File: config.mk
export PLATFORM = sky130hd
export DESIGN_NAME = seg_scan_capture
export DESIGN_NICKNAME = d
export VERILOG_FILES = /design/src/rtl/seg_scan_capture.sv
export SDC_FILE = /design/constraint.sdc
export NUM_CORES = 1
export LEC_CHECK = 0
export ABC_AREA = 1
export CORE_UTILIZATION = 40
export CTS_CLUSTER_DIAMETER = 50
export DETAILED_ROUTE_END_ITERATION = 10
export HOLD_SLACK_MARGIN = 0.1
export PLACE_DENSITY_LB_ADDON = 0.2
export RECOVER_POWER = 50
export SLEW_MARGIN = 15
export SYNTH_ARGS = -nofsm -noshare
export SYNTH_HDL_FRONTEND = slang
export SYNTH_SLANG_ARGS = --single-unit
File: constraint.sdc
create_clock -name clk1khz -period 3 [get_ports clk1khz]
set_input_delay 0.3 -clock clk1khz [delete_from_list [all_inputs] [get_ports clk1khz]]
set_output_delay 0.3 -clock clk1khz [all_outputs]
set_load 0.05 [all_outputs]
File: src/rtl/seg_scan_capture.sv
// Rebuilds the 16-bit word from a 4-digit multiplexed scan (active-low one-hot AN) and checks digit order.
// One-edge latency from sampled AN/smallbin to every registered output; no backpressure, a sample is taken every edge.
module seg_scan_capture #(
  parameter int LOCK_FRAMES = 2
) (
  input  logic        clk1khz,
  input  logic        rst,
  input  logic [3:0]  AN,
  input  logic [3:0]  smallbin,
  output logic [15:0] word,
  output logic        word_valid,
  output logic        locked,
  output logic        seq_err,
  output logic        illegal_an,
  output logic [7:0]  frame_cnt
);

  typedef enum logic {HUNT, COLLECT} state_t;

  state_t      state;
  logic [1:0]  last_idx;
  logic [15:0] shadow;
  logic [3:0]  good_cnt;

  logic [1:0]  idx;
  logic        blank;
  logic        illegal;
  logic [3:0]  good_nxt;

  always_comb begin
    idx     = 2'd0;
    blank   = 1'b0;
    illegal = 1'b0;
    unique case (AN)
      4'b1110: idx = 2'd0;
      4'b1101: idx = 2'd1;
      4'b1011: idx = 2'd2;
      4'b0111: idx = 2'd3;
      4'b1111: blank = 1'b1;
      default: illegal = 1'b1;
    endcase
  end

  assign good_nxt = (good_cnt == 4'd15) ? good_cnt : good_cnt + 4'd1;

  always_ff @(posedge clk1khz) begin
    if (rst) begin
      state      <= HUNT;
      last_idx   <= 2'd0;
      shadow     <= 16'h0000;
      good_cnt   <= 4'd0;
      word       <= 16'h0000;
      word_valid <= 1'b0;
      locked     <= 1'b0;
      seq_err    <= 1'b0;
      illegal_an <= 1'b0;
      frame_cnt  <= 8'd0;
    end else begin
      word_valid <= 1'b0;
      seq_err    <= 1'b0;
      illegal_an <= 1'b0;
      if (illegal) begin
        illegal_an <= 1'b1;
        good_cnt   <= 4'd0;
        locked     <= 1'b0;
        state      <= HUNT;
      end else if (!blank) begin
        unique case (state)
          HUNT: begin
            // Only digit 0 can open a frame; stray digits while hunting are silent.
            if (idx == 2'd0) begin
              shadow[3:0] <= smallbin;
              last_idx    <= 2'd0;
              state       <= COLLECT;
            end
          end
          COLLECT: begin
            if (idx == last_idx) begin
              shadow[{idx, 2'b00} +: 4] <= smallbin;
            end else if (idx == last_idx + 2'd1) begin
              shadow[{idx, 2'b00} +: 4] <= smallbin;
              last_idx                  <= idx;
              if (idx == 2'd3) begin
                word       <= {smallbin, shadow[11:0]};
                word_valid <= 1'b1;
                frame_cnt  <= (frame_cnt == 8'd255) ? frame_cnt : frame_cnt + 8'd1;
                good_cnt   <= good_nxt;
                if (good_nxt >= 4'(LOCK_FRAMES)) locked <= 1'b1;
              end
            end else begin
              seq_err  <= 1'b1;
              good_cnt <= 4'd0;
              locked   <= 1'b0;
              // A misplaced digit 0 is treated as the start of a fresh frame.
              if (idx == 2'd0) begin
                shadow[3:0] <= smallbin;
                last_idx    <= 2'd0;
              end else begin
                state <= HUNT;
              end
            end
          end
          default: state <= HUNT;
        endcase
      end
    end
  end

endmodule

==> impl_metrics.yaml <==
sta:
  slew_headroom: 0.6624
  worst_pin_slew_ns: 0.5047
  final.min_clock_period_ns: 2.318
  min_period_over_period: 0.7728
  final_max_slew_viol_count: 0
  hold_violations: 0
  max_freq_mhz: 431.3
  tns_ns: 0
  rsz0062_at_grt: "no"
  worst_slack_ns: 0.6816
  clock_skew_ns: 0.008138
  finalSetupViolations: 0
die:
  die_w_um: 81.77
  coreArea_um2: 6026
  rows: 28
  die_y_um: 81.77
  io_pins: 38
  dieArea_um2: 6686
  start_util: 0.4223
routing:
  drt_iter0_markers: 78
  ant_nets: 0
  route.detailed.drc: 0
  routed_via_density: 4.701
  via_count: 2313
  drtPass1Iterations: 5
  wl_um: 5255
  wl_per_cell_um: 10.68
yosys:
  synth.largest_area_cell: "dfxtp_1"
  synth_nets: 397
  synthArstFlopShare: 0
  syn_area_um2: 2545
  postSynthAreaPerCell_um2: 6.680
  ys.flop_type: "dfxtp_1"
  ys_seq_area_frac: 0.3697
  synthTopCellsByCount: "nand2_1, nor2_1, dfxtp_1"
  ys_seq_elements: 47
  synth.most_common_cell: "nand2_1"
  yosysWarnings: 0
  synthTopCellsByArea: "dfxtp_1, nand2_1, nor2_1"
  synth.distinct_cells: 29
  synth_top_area_share: 0.3697
  synth_edf_count: 0
  synth_cells: 381
placement:
  gp_congestion: 0.8557
  postPlaceCellArea_um2: 2948
  dp_hpwl_um: 3939
  port_buffers: 37
  pre_cts_ws_ns: 0.5283
  dp_cells: 485
finish:
  drive_above_1_share: 0.06235
  post_layout_nonfiller_instances: 492
  stdcell_area_um2: 3013
  area_delta_synth_final_pct: 18.39
  n_antenna_cell: 0
  nets: 433
clock_tree:
  ctsHoldBuffers: 0
  cts_made_buffers: 5
  h-tree-depth: 2
  clkTransAtPathRegs_ns: 0.09
  cts_tree: "done"
  cts.sinks: 47
  clock_path_buffers: 2
  insertion_delay_ns: 0.30
  cts.root.buffer_cell: "clkbuf_8"
  post-cts-setup-buffers: 0
  postCtsResizedCells: 0
setup_path:
  crit_path_start_kind: "input port"
  crit_path_end_kind: "flop"
  crit_fanout: 12
  rr_startpoint: "last_idx[0]"
  cp_data_required_time_ns: 3.20
  worst_ep_arrival_time_ns: 2.52
  startpoint: "AN[3]"
  path_class: "in -> reg"
grt:
  grt_pass1_vias: 2105
  grt_max_degree: 27
  grt_pass1_wl_um: 9114
  track_usage: 0.1754
  grt-ovfl-total: 0
  antenna_found_initial: 0
run:
  drv_cap: 0
power:
  power_density_nw_per_um2: 415.3
  p_leak_uw: 0.001397
  vdd_ir_drop_max_mv: 0.2161
min_path:
  min-delay-start: "locked"
  hold_class: "reg -> reg"
outcome:
  status: "completed"
==> metrics by stage <==
stage	utilization	hold WS, ns	power, µW
2_1_floorplan	-	0.4411	787.4
3_3_place_gp	0.4892	0.4439	825.1
3_5_place_dp	0.4892	0.4461	826.7
4_1_cts	0.5062	0.4588	1272
5_1_grt	0.5000	0.4692	1316
6_report	0.5000	0.4481	1251
==> power by group <==
part	switching (µW)	internal [µW]	total (µW)
combinational	111	50.7	162
sequential	8.27	634	642
clock	203	244	448
total	322	929	1250
==> cell type report <==
type | count | area [µm²]
flip-flops and latches | 47 | 940.9
fillers | 646 | 3013
multi-input cells | 278 | 1316
inverters | 47 | 181.4
well taps | 75 | 93.84
clock inverters | 1 | 30.03
clock buffers | 6 | 72.57
repair buffers | 38 | 377.9
==> registers in the layout, indices dropped and copies added, names as in the netlist <==
register	cells
seq_err	1
shadow	12
state	1
word	16
locked	1
last_idx	2
illegal_an	1
frame_cnt	8
word_valid	1
good_cnt	4
==> logic make-up (layout without fill, tap and decap cells) <==
group           Yosys count  in the layout  synth area share
compound gates           45             45           0.08849
buf+inv                  56             92           0.09832
xor+xnor                  7              7           0.02409
simple gates            220            220            0.3899
fa+ha+maj                 6              6           0.02950
flops                    47             47            0.3697
==> per-layer routing <==
layer / global-route usage / vias up / part of all wire
li1: - / 1274 / -
met1: 0.2140 / 999 / 0.48
met2: 0.3017 / 34 / 0.48
met3: 0.03667 / 6 / 0.029
met4: 0.06316 / 0 / 0.012
met5: 0 / - / 0
==> critical path: stages <==
cell           delay, ns
dlygate4sd3_1       0.61
nand2_1             0.13
nand3_1             0.27
nand2_1             0.09
nand2_1             0.23
nand3_1             0.38
nor2_1              0.33
nand2_1             0.08
nand2_1             0.06
nor2_1              0.04
==> worst paths after layout <==
| kind | end | slack [ns] | cells after the start |
|---|---|---|---|
| worst max-delay path | frame_cnt[0] | 0.68 | 10 |
| worst min-delay path | locked | 0.45 | 2 |
| worst max register to register | frame_cnt[0] | 0.98 | 11 |
| worst min register to register | locked | 0.45 | 2 |
==> layout by cell type, fill, tap and decap left out, types with 2 or more instances in the layout <==
cell type / instances
nor3_1: 2
o21ai_1: 7
nand2_1: 91
xnor2_1: 2
ha_1: 6
nor2_1: 76
o21ai_0: 23
dfxtp_1: 47
nand2_4: 4
nand2_2: 4
nand3_1: 25
nand4_1: 11
clkbuf_8: 5
nor2_4: 2
clkdlybuf4s50_1: 8
xor2_1: 5
a21oi_1: 15
nor2_2: 3
dlygate4sd3_1: 29
inv_2: 4
inv_1: 41
Power figures use the tool's default switching activity.
